`config.mk`:
```
export PLATFORM = sky130hd
export DESIGN_NAME = mem_arbiter
export DESIGN_NICKNAME = d
export VERILOG_FILES = /design/src/rtl/mem_arbiter.sv
export SDC_FILE = /design/constraint.sdc
export NUM_CORES = 1
export LEC_CHECK = 0
export ABC_AREA = 0
export CORE_MARGIN = 2
export CORE_UTILIZATION = 41
export CTS_CLUSTER_DIAMETER = 50
export DETAILED_ROUTE_END_ITERATION = 6
export GPL_ROUTABILITY_DRIVEN = 1
export HOLD_SLACK_MARGIN = 0.03
export PLACE_DENSITY = 0.8
export SETUP_SLACK_MARGIN = 0.4
export SLEW_MARGIN = 0
export SYNTH_ARGS = -nofsm -noshare
export SYNTH_HDL_FRONTEND = slang
export SYNTH_SLANG_ARGS = --single-unit
```
`constraint.sdc`:
```
create_clock -name clk_i -period 2.3 [get_ports clk_i]
set_clock_uncertainty 0.05 [all_clocks]
set_input_delay 0.46 -clock clk_i [delete_from_list [all_inputs] [get_ports clk_i]]
set_output_delay 0.46 -clock clk_i [all_outputs]
set_load 0.01 [all_outputs]
```
`src/rtl/mem_arbiter.sv`:
```
// Two-requester (fetch, load/store) arbiter in front of a single-outstanding memory port.
// Latency: grant T, mem_req T+1, completion accepted from T+2, response T+3, next grant T+4 earliest.
// Backpressure: requesters hold req until gnt; memory has no stall, a missing completion times out.
module mem_arbiter #(
    parameter int AW         = 32,
    parameter int DW         = 32,
    parameter int STARVE_MAX = 4,
    parameter int TIMEOUT    = 15
) (
    input  logic            clk_i,
    input  logic            rst_n_i,
    input  logic            if_req_i,
    input  logic [AW-1:0]   if_addr_i,
    output logic            if_gnt_o,
    output logic            if_rvalid_o,
    input  logic            ls_req_i,
    input  logic            ls_we_i,
    input  logic [DW/8-1:0] ls_be_i,
    input  logic [AW-1:0]   ls_addr_i,
    input  logic [DW-1:0]   ls_wdata_i,
    output logic            ls_gnt_o,
    output logic            ls_rvalid_o,
    output logic [DW-1:0]   rdata_o,
    output logic            err_o,
    output logic            mem_req_o,
    output logic            mem_we_o,
    output logic [DW/8-1:0] mem_be_o,
    output logic [AW-1:0]   mem_addr_o,
    output logic [DW-1:0]   mem_wdata_o,
    input  logic            mem_rvalid_i,
    input  logic [DW-1:0]   mem_rdata_i
);
    localparam int SW = $clog2(STARVE_MAX + 1);
    localparam int TW = $clog2(TIMEOUT + 1);

    typedef enum logic [1:0] {IDLE, ISSUE, WAIT, RESP} state_t;

    state_t          state_q, state_d;
    logic [SW-1:0]   starve_q;
    logic [TW-1:0]   wait_q;
    logic            owner_if_q;
    logic [DW-1:0]   rdata_q;
    logic            err_q;
    logic            pick_if, pick_ls;
    logic            wait_expired;

    assign wait_expired = (wait_q == TW'(TIMEOUT - 1));

    // Load/store wins unless fetch has already been passed over STARVE_MAX times.
    always_comb begin
        pick_if = 1'b0;
        pick_ls = 1'b0;
        if (state_q == IDLE && rst_n_i) begin
            if (if_req_i && (!ls_req_i || starve_q == SW'(STARVE_MAX)))
                pick_if = 1'b1;
            else if (ls_req_i)
                pick_ls = 1'b1;
        end
    end

    always_comb begin
        state_d = state_q;
        case (state_q)
            IDLE:    if (pick_if || pick_ls) state_d = ISSUE;
            ISSUE:   state_d = WAIT;
            WAIT:    if (mem_rvalid_i || wait_expired) state_d = RESP;
            RESP:    state_d = IDLE;
            default: state_d = IDLE;
        endcase
    end

    always_ff @(posedge clk_i) begin
        if (!rst_n_i) begin
            state_q     <= IDLE;
            starve_q    <= '0;
            wait_q      <= '0;
            owner_if_q  <= 1'b0;
            rdata_q     <= '0;
            err_q       <= 1'b0;
            mem_we_o    <= 1'b0;
            mem_be_o    <= '0;
            mem_addr_o  <= '0;
            mem_wdata_o <= '0;
        end else begin
            state_q <= state_d;

            if (pick_if)
                starve_q <= '0;
            else if (pick_ls && if_req_i && starve_q != SW'(STARVE_MAX))
                starve_q <= starve_q + 1'b1;

            // Payload stays on the mem_* pins until the next grant overwrites it.
            if (pick_if || pick_ls) begin
                owner_if_q  <= pick_if;
                mem_we_o    <= pick_ls & ls_we_i;
                mem_be_o    <= pick_ls ? ls_be_i : '1;
                mem_addr_o  <= pick_ls ? ls_addr_i : if_addr_i;
                mem_wdata_o <= pick_ls ? ls_wdata_i : '0;
            end

            if (state_q == ISSUE)
                wait_q <= '0;
            else if (state_q == WAIT)
                wait_q <= wait_q + 1'b1;

            // Completion wins over timeout when both land in the last WAIT cycle.
            if (state_q == WAIT) begin
                if (mem_rvalid_i) begin
                    rdata_q <= mem_we_o ? '0 : mem_rdata_i;
                    err_q   <= 1'b0;
                end else if (wait_expired) begin
                    rdata_q <= '0;
                    err_q   <= 1'b1;
                end
            end
        end
    end

    assign if_gnt_o    = pick_if;
    assign ls_gnt_o    = pick_ls;
    assign mem_req_o   = rst_n_i && (state_q == ISSUE);
    assign if_rvalid_o = rst_n_i && (state_q == RESP) && owner_if_q;
    assign ls_rvalid_o = rst_n_i && (state_q == RESP) && !owner_if_q;
    assign rdata_o     = (rst_n_i && state_q == RESP) ? rdata_q : '0;
    assign err_o       = rst_n_i && (state_q == RESP) && err_q;
endmodule
```
Yosys cells after proc, flatten, opt, wreduce, memory -nomap -nowiden
Cells that the tools add are included.
{ "word_totals": {"reg_bits": 112, "inputBits": 138, "out_inout_bits": 107} }
{ "classes": {"add_sub_neg": 2, "n_eq_ne": 8, "n_mux": 17, "n_bitwise": 2, "reduce_logical": 20} }
{ "ops": {"columns": ["op", "n"], "rows": [
  ["32-bit 2-to-1 mux", 6],
  ["1-bit logical AND", 9],
  ["2-bit one-hot mux with 4 select lines", 1],
  ["1-bit 2-to-1 mux", 7],
  ["4-bit by 1-bit adder with 4-bit output (second input constant)", 1],
  ["2-bit == test (second input constant)", 2],
  ["4-bit == test (second input constant)", 1],
  ["2-bit 2-to-1 mux", 2],
  ["4-bit 2-to-1 mux", 1],
  ["2-bit AND reduction", 2],
  ["2-bit OR reduction", 2],
  ["3-bit by 1-bit adder with 3-bit output (second input constant)", 1],
  ["3-bit == test (second input constant)", 1],
  ["1-bit logical OR", 3],
  ["3-bit inequality test (second input constant)", 1],
  ["2-bit by 1-bit == test with 1-bit output (second input constant)", 1],
  ["1-bit zero test", 2],
  ["2-bit zero test", 1],
  ["2-bit by 1-bit inequality test with 1-bit output (second input constant)", 1],
  ["2-bit inequality test (second input constant)", 1],
  ["2-bit nonzero test", 1],
  ["1-bit bitwise AND", 1],
  ["1-bit inverter", 1]
]} }

Logic depth before layout (Yosys ltp)
Gate-level depths: netlist of run 1.
{ "logic_depth": {"depth_word": 8, "mapped_depth": 8, "depth_no_buf": 5} }

Worst setup path before layout of run 1
OpenSTA, ideal clock, no wires.
{ "synth_timing": {"kind": "register to output", "startpoint": "reg state_q[0]", "endpoint": "out ls_gnt_o", "arrival_ns": 1.475, "setup_slack_ns": 0.315, "path_stages_with_launch": 9, "cell_sequence": "dfxtp_1 inv_1 ha_1 buf_4 and3_1 buf_4 nand2_4 buf_4 inv_1"} }
{ "synth_via": {"elab_chain_cells": 3} }
{ "synth_lines": {"columns": ["element", "line_no", "source"], "rows": [
  ["start, declared", "38", "state_t state_q, state_d;"],
  ["start signal, assigned", "85", "state_q <= state_d;"],
  ["2-bit zero test", "53", "if (state_q == IDLE && rst_n_i) begin"],
  ["1-bit logical AND", "53", null],
  ["1-bit 2-to-1 mux", "53", null],
  ["end, declared", "21", "output logic ls_gnt_o,"]
]} }
No other way between the ends.

Worst setup path after layout of run 1
{ "layout_timing": {"startpoint": "reg state_q[0]", "endpoint": "out rdata_o[27]"} }
{ "layout_via": {"elab_chain_cells": 3} }
{ "layout_lines": {"columns": ["element", "line_no", "source"], "rows": [
  ["2-bit == test", "124", "assign rdata_o = (rst_n_i && state_q == RESP) ? rdata_q : '0;"],
  ["1-bit logical AND", "124", null],
  ["32-bit 2-to-1 mux", "124", null],
  ["end, declared", "23", "output logic [DW-1:0] rdata_o,"]
]} }
No other way between the ends.

==> flow_summary_export.csv, run 1 <==
group,metric,value,unit
status,status,"finished clean",
synthesis,syn-cell-area,5220,µm²
power_and_ir_drop,total_power,5.96,mW
floorplanning,placementRows,41,
floorplanning,core,12500,µm²
sta,setup_tns,0,ns
synthesis,netlist_top_cells_area,"dfxtp_1 43%, a211oi_2 7.2%, a32oi_1 5.5%",
routing,drc_errors,0,
power_and_ir_drop,cellLeakagePower,3.09,nW
global_routing,grt_pass1_vias,4944,
layout,fillers,1047,
layout,register_area,2250,µm²
critical_path,critPathMaxFanout,8,
synthesis,ys_ff_latch,112,
critical_path,reg2reg_slack,0.49,ns
clock_network,clkLatencyLatePin,0.34,ns
layout,n_antenna_cell,0,
run,max-cap-violations,0,
clock_network,tritoncts,"built",
layout,layout.nets,938,
place,post-dp-hpwl,11.5,mm
sta,max-slew-margin-rel,63.4,%
global_routing,grt_first_pass_wirelength,24.8,mm
floorplanning,die_height,117,µm
sta,setup_viol,0,
critical_path,cp-end-kind,"output pin",
global_routing,antenna_found_initial,0,
critical_path,crit_required,1.79,ns
global_routing,grt_max_degree,58,
power_and_ir_drop,vdd_drop_max,0.251,mV
routing,wl,17.4,mm
sta,post-route-period-util,86.5,%
floorplanning,pin_count,245,
layout,drive_gt1_share,19.5,%
synthesis,syn_nets,718,
synthesis,synth_top_area_share,43.0,%
clock_network,path_clk_slew,0.07,ns
floorplanning,dieArea,13600,µm²
floorplanning,start_util,41.7,%
synthesis,yosysSeqAreaShare,43.0,%
synthesis,synth_cell_types,39,
clock_network,cts_hold_buf,0,
sta,worst_slew_pin_slew,0.548,ns
clock_network,clock_sinks,112,
synthesis,yosys_warnings,0,
routing,drt_first_pass_iters,5,
place,place.gp.congestion,0.860,
synthesis,avgSynthCellArea,9.14,µm²
sta,clock.fmax,502,MHz
layout,syn_to_final_growth,58.2,%
layout,multi_input_area,2760,µm²
place,port_buffers,244,
synthesis,synth_top_area_cell,"dfxtp_1",
sta,period_minus_slack,1.99,ns
sta,rsz0062_at_grt,"yes",
critical_path,crit_slowest_cell,"dfxtp_4",
critical_path,cp_cell_sequence,"ha_4, buf_12, clkbuf_16, and3_4, buf_6",
critical_path,critPathMaxStageDelay,0.37,ns
clock_network,cts_root_buffer,"clkbuf_16",
clock_network,numCtsBuffers,9,
routing,drtAntennaViolNets,0,
clock_network,clock_path_buffers,2,
power_and_ir_drop,power_density,722,nW/µm²
routing,drtIter0Drc,392,
clock_network,cts_max_level,3,
critical_path,startpoint_type,"flop",
hold_path,min_path_type,"in -> reg",
critical_path,cp.arrival,1.48,ns
sta,slew_viol_final,0,
sta,hold_viol,0,
synthesis,synth_cells,571,
routing,post_drt_wl_per_cell,18.0,µm
global_routing,grt_use_total,23.0,%
layout,fin_util,65.9,%
routing,via_per_inst,5.52,
routing,num_vias,5348,
floorplanning,die_width,117,µm
critical_path,criticalPathCategory,"reg -> out",
global_routing,overflow,0,
## power breakdown
group	internal (mW)	leakage, nW	switching (mW)	total (mW)
combinational	1.08	2.03	0.965	2.04
sequential	2.23	0.914	0.182	2.42
clock	0.824	0.139	0.682	1.51
total	4.13	3.09	1.83	5.96
## kinds of logic (layout without fill, tap and decap cells)
kind of cell,count (synthesis),after routing,share of synthesized area (%)
and+or+nand+nor,194,194,18.8
AOI/OAI and AO/OA,181,182,28.0
DFF,112,112,43.0
buffers and inverters,71,295,7.34
adders and majority gates,9,9,2.16
xor gates and xnor gates,3,3,0.504
muxes,1,1,0.192
## synth_stat cells (all sizes together)
library cell and count:
nor2b 33, o21ai 33, xor2 2, a21boi 4
clkbuf 28, buf 36, nand3 3, xnor2 1
a32oi 33, a31o 33, dfxtp 112, nand2 43
ha 9, o211ai 1, and2 2, o21a 1
a211oi 33, nand4b 1, o211a 3, a2bb2oi 1
inv 7, nand2b 1, nand4 3, nor3 32
and3 37, o221a 4, mux2i 1, a211o 1
nor2 38, a21oi 34, nor3b 1
## critical path: cells and delay by family (launching register included)
family,cells,cell delay (ns)
adder cells (fa/ha/maj),1,0.18
AND/OR/NAND/NOR,1,0.18
buffers and inverters,3,0.40
flip-flops,1,0.37
## cell usage in the layout (no fill, tap or decap), types with 15 or more instances in the layout
master | netlist | layout
a21oi_1 | 34 | 33
buf_2 | 21 | 16
buf_4 | 6 | 21
nor2_1 | 38 | 37
clkdlybuf4s50_1 | 0 | 204
dfxtp_1 | 112 | 110
nand2_1 | 42 | 41
a31o_1 | 30 | 30
buf_6 | 9 | 15
and3_1 | 37 | 18
nor2b_1 | 33 | 33
a32oi_1 | 33 | 33
nor3_1 | 32 | 32
and3_4 | 0 | 19
a211oi_2 | 30 | 30
o21ai_0 | 25 | 25
## repair_timing
action,in CTS,in global routing
setup endpoints to repair,42,48
buffers inserted,2,1
cloned,1,2
pin swaps,3,5
gates resized for setup,160,38
## final cells by class
cell class | instances | share of cell area, %
Clock buffer | 14 | 3.32
Clock inverter | 2 | 0.152
Inverter | 7 | 0.379
Multi-Input combinational cell | 389 | 33.5
Sequential cell | 112 | 27.3
Tap cell | 172 | 2.61
Timing Repair Buffer | 272 | 32.8
## flip-flops by register name, indices dropped and copies added, names as in the netlist
signal / count
wait_q: 4
mem_be_o: 4
state_q: 2
mem_addr_o: 32
owner_if_q: 1
starve_q: 3
mem_we_o: 1
rdata_q: 32
mem_wdata_o: 32
err_q: 1
## metrics by stage
stage | setup slack, ns | instances | area, µm² | hold slack, ns
final | 0.310 | 968 | 8250 | 0.402
after detailed placement | -0.0635 | 946 | 7760 | 0.419
after CTS | 0.289 | 965 | 8030 | 0.389
after global placement | -0.0545 | 946 | 7760 | 0.412
after floorplan | 0.409 | 571 | 5230 | 0.403
after global routing | 0.274 | 968 | 8250 | 0.414
## routing by layer
metal | GRT usage (%) | share of wire [%]
met3 | 5.61 | 8.3
met2 | 39.5 | 49
met5 | 0 | 0
met1 | 28.3 | 40
met4 | 7.92 | 2.0
## worst paths after layout
path,startpoint,end,depth (start not counted)
worst max register to register,state_q[1],mem_addr_o[5],7
worst min register to register,starve_q[1],starve_q[1],2
worst max-delay path,state_q[0],rdata_o[27],5
worst min-delay path,rst_n_i,owner_if_q,2
Power figures use the tool's default switching activity.
==> run 2: changes to the inputs <==
SETUP_SLACK_MARGIN = 0.1   (was 0.4)
==> run 2 against run 1 <==
Sequential power is essentially flat. Via count decreased by 3.8%. Sequential cell count stayed put. Critical path depth up 1. Clock power fell by 3%. Setup slack got worse by 0.13 ns. Design area down 3.3%. Critical path type unchanged.
==> flow_summary_export.csv, run 2 (synthesis results as in run 1) <==
group,metric,value,unit
routing,routed.top_layer,"met4",
global_routing,grt_first_pass_wirelength,24.7,mm
power_and_ir_drop,power_density,727,nW/µm²
sta,worst_slew_pin_slew,0.542,ns
power_and_ir_drop,combPwrFrac,33.4,%
power_and_ir_drop,vdd_drop_max,0.484,mV
sta,clock.fmax,473,MHz
floorplanning,core,12500,µm²
power_and_ir_drop,p_sw_share,30.6,%
sta,period_minus_slack,2.12,ns
layout,mostFrequentLayoutCells,"205 x clkdlybuf4s50_1, 110 x dfxtp_1, 42 x nand2_1",
clock_network,path_clk_slew,0.07,ns
floorplanning,pin_count,245,
sta,hold_viol,0,
layout,final_common_cell,"clkdlybuf4s50_1",
critical_path,critPathMaxFanout,4,
place,place.gp.congestion,0.797,
layout,syn_to_final_growth,53.0,%
routing,drt_first_pass_iters,5,
floorplanning,die_width,117,µm
clock_network,cts_hold_buf,0,
floorplanning,start_util,41.7,%
power_and_ir_drop,power.switching,1.78,mW
clock_network,clkLatencyLatePin,0.34,ns
floorplanning,placementRows,41,
clock_network,post_cts_buffers,0,
critical_path,criticalPathCategory,"reg -> out",
layout,n_antenna_cell,0,
routing,drtIter0Drc,291,
run,max-cap-violations,0,
global_routing,overflow,0,
critical_path,path_common_cell,"inv_1",
layout,drive_gt1_share,10.7,%
critical_path,cp.arrival,1.61,ns
routing,wl,16.2,mm
sta,slew_viol_final,0,
routing,met2WireLength,7.86,mm
clock_network,clock_path_buffers,2,
sta,post-route-period-util,92.0,%
layout,top_regs,"mem_addr_o (32), mem_wdata_o (32), rdata_q (32)",
power_and_ir_drop,sequentialPowerShare,41.3,%
floorplanning,dieArea,13600,µm²
clock_network,tritoncts,"built",
sta,max-slew-margin-rel,63.8,%
critical_path,critPathMaxStageDelay,0.34,ns
routing,post_drt_wl_per_cell,16.9,µm
global_routing,grt_max_degree,61,
critical_path,cp_cell_sequence,"inv_1, ha_4, and3_4, nand2_4, inv_1, dlygate4sd2_1",
clock_network,numCtsBuffers,9,
hold_path,min_path_type,"in -> reg",
layout,final_cells,959,
power_and_ir_drop,p_int,4.03,mW
place,post-dp-hpwl,11.2,mm
clock_network,cts_max_level,3,
routing,num_vias,5143,
critical_path,crit_slowest_cell,"dfxtp_2",
critical_path,cp-end-kind,"output pin",
critical_path,crit_required,1.79,ns
clock_network,cts_root_buffer,"clkbuf_16",
layout,layout.nets,930,
routing,via_per_inst,5.36,
place,place_inst,944,
routing,drtAntennaViolNets,0,
critical_path,startpoint_type,"flop",
routing,dr_wl_met3,1.29,mm
global_routing,antenna_found_initial,0,
place,port_buffers,244,
floorplanning,die_height,117,µm
sta,rsz0062_at_grt,"no",
clock_network,clock_sinks,112,
power_and_ir_drop,cellLeakagePower,3.17,nW
global_routing,grt_use_total,22.7,%
layout,fillers,1118,
routing,drc_errors,0,
clock_network,cts_resized,42,
routing,wl_met1,6.74,mm
status,status,"finished clean",
global_routing,grt_pass1_vias,4876,
layout,fin_util,63.8,%
sta,setup_viol,0,
power_and_ir_drop,p_clk_share,25.3,%
-- run 2: worst max-delay path: cells and delay by family (launching register included) --
family / cells / cell delay, ns
buffers and inverters: 3 / 0.47
flip-flops: 1 / 0.34
AND/OR/NAND/NOR: 2 / 0.26
adder cells (fa/ha/maj): 1 / 0.18
-- run 2: layout make-up --
| cell class | count | area [µm²] | share of cell area [%] |
|---|---|---|---|
| multi-input cells | 388 | 2620 | 32.9 |
| repair buffers | 265 | 2600 | 32.6 |
| flip-flops and latches | 112 | 2240 | 28.1 |
| clock buffers | 12 | 256 | 3.21 |
| well taps | 172 | 215 | 2.70 |
| inverters | 7 | 26.3 | 0.329 |
| clock inverters | 3 | 17.5 | 0.219 |
-- run 2: routing by layer --
metal | vias to the layer above | GRT usage [%]
li1 | 2494 | -
met1 | 2426 | 27.6
met2 | 196 | 38.9
met3 | 27 | 5.87
met4 | 0 | 7.92
met5 | - | 0
-- run 2: metrics by stage --
stage / power [mW] / hold WS (ns) / setup slack, ns / setup TNS [ns] / area [µm²]
4_1_cts: 5.86 / 0.352 / 0.0949 / 0 / 7970
3_5_place_dp: 4.36 / 0.436 / -0.0742 / -0.136 / 7730
6_report: 5.81 / 0.366 / 0.184 / 0 / 7980
2_1_floorplan: 3.41 / 0.408 / 0.315 / 0 / 5220
5_1_grt: 6.12 / 0.358 / 0.117 / 0 / 7980
3_3_place_gp: 4.30 / 0.420 / -0.0514 / -0.0821 / 7730
-- run 2: power groups by stage --
| stage | sequential [mW] | clock, mW | combinational [mW] |
|---|---|---|---|
| global placement | 2.42 | 0 | 1.88 |
| finish | 2.40 | 1.47 | 1.94 |
| floorplan | 2.51 | 0 | 0.898 |
| detailed placement | 2.44 | 0 | 1.93 |
| global route | 2.43 | 1.59 | 2.10 |
| CTS | 2.40 | 1.52 | 1.94 |
-- run 2: path summary, 6_finish.rpt --
path	from	endpoint	slack, ns	depth (start not counted)
min	rst_n_i	owner_if_q	0.37	2
max	state_q[0]	ls_gnt_o	0.18	6
min reg2reg	err_q	err_q	0.44	1
max reg2reg	state_q[0]	mem_addr_o[7]	0.46	6
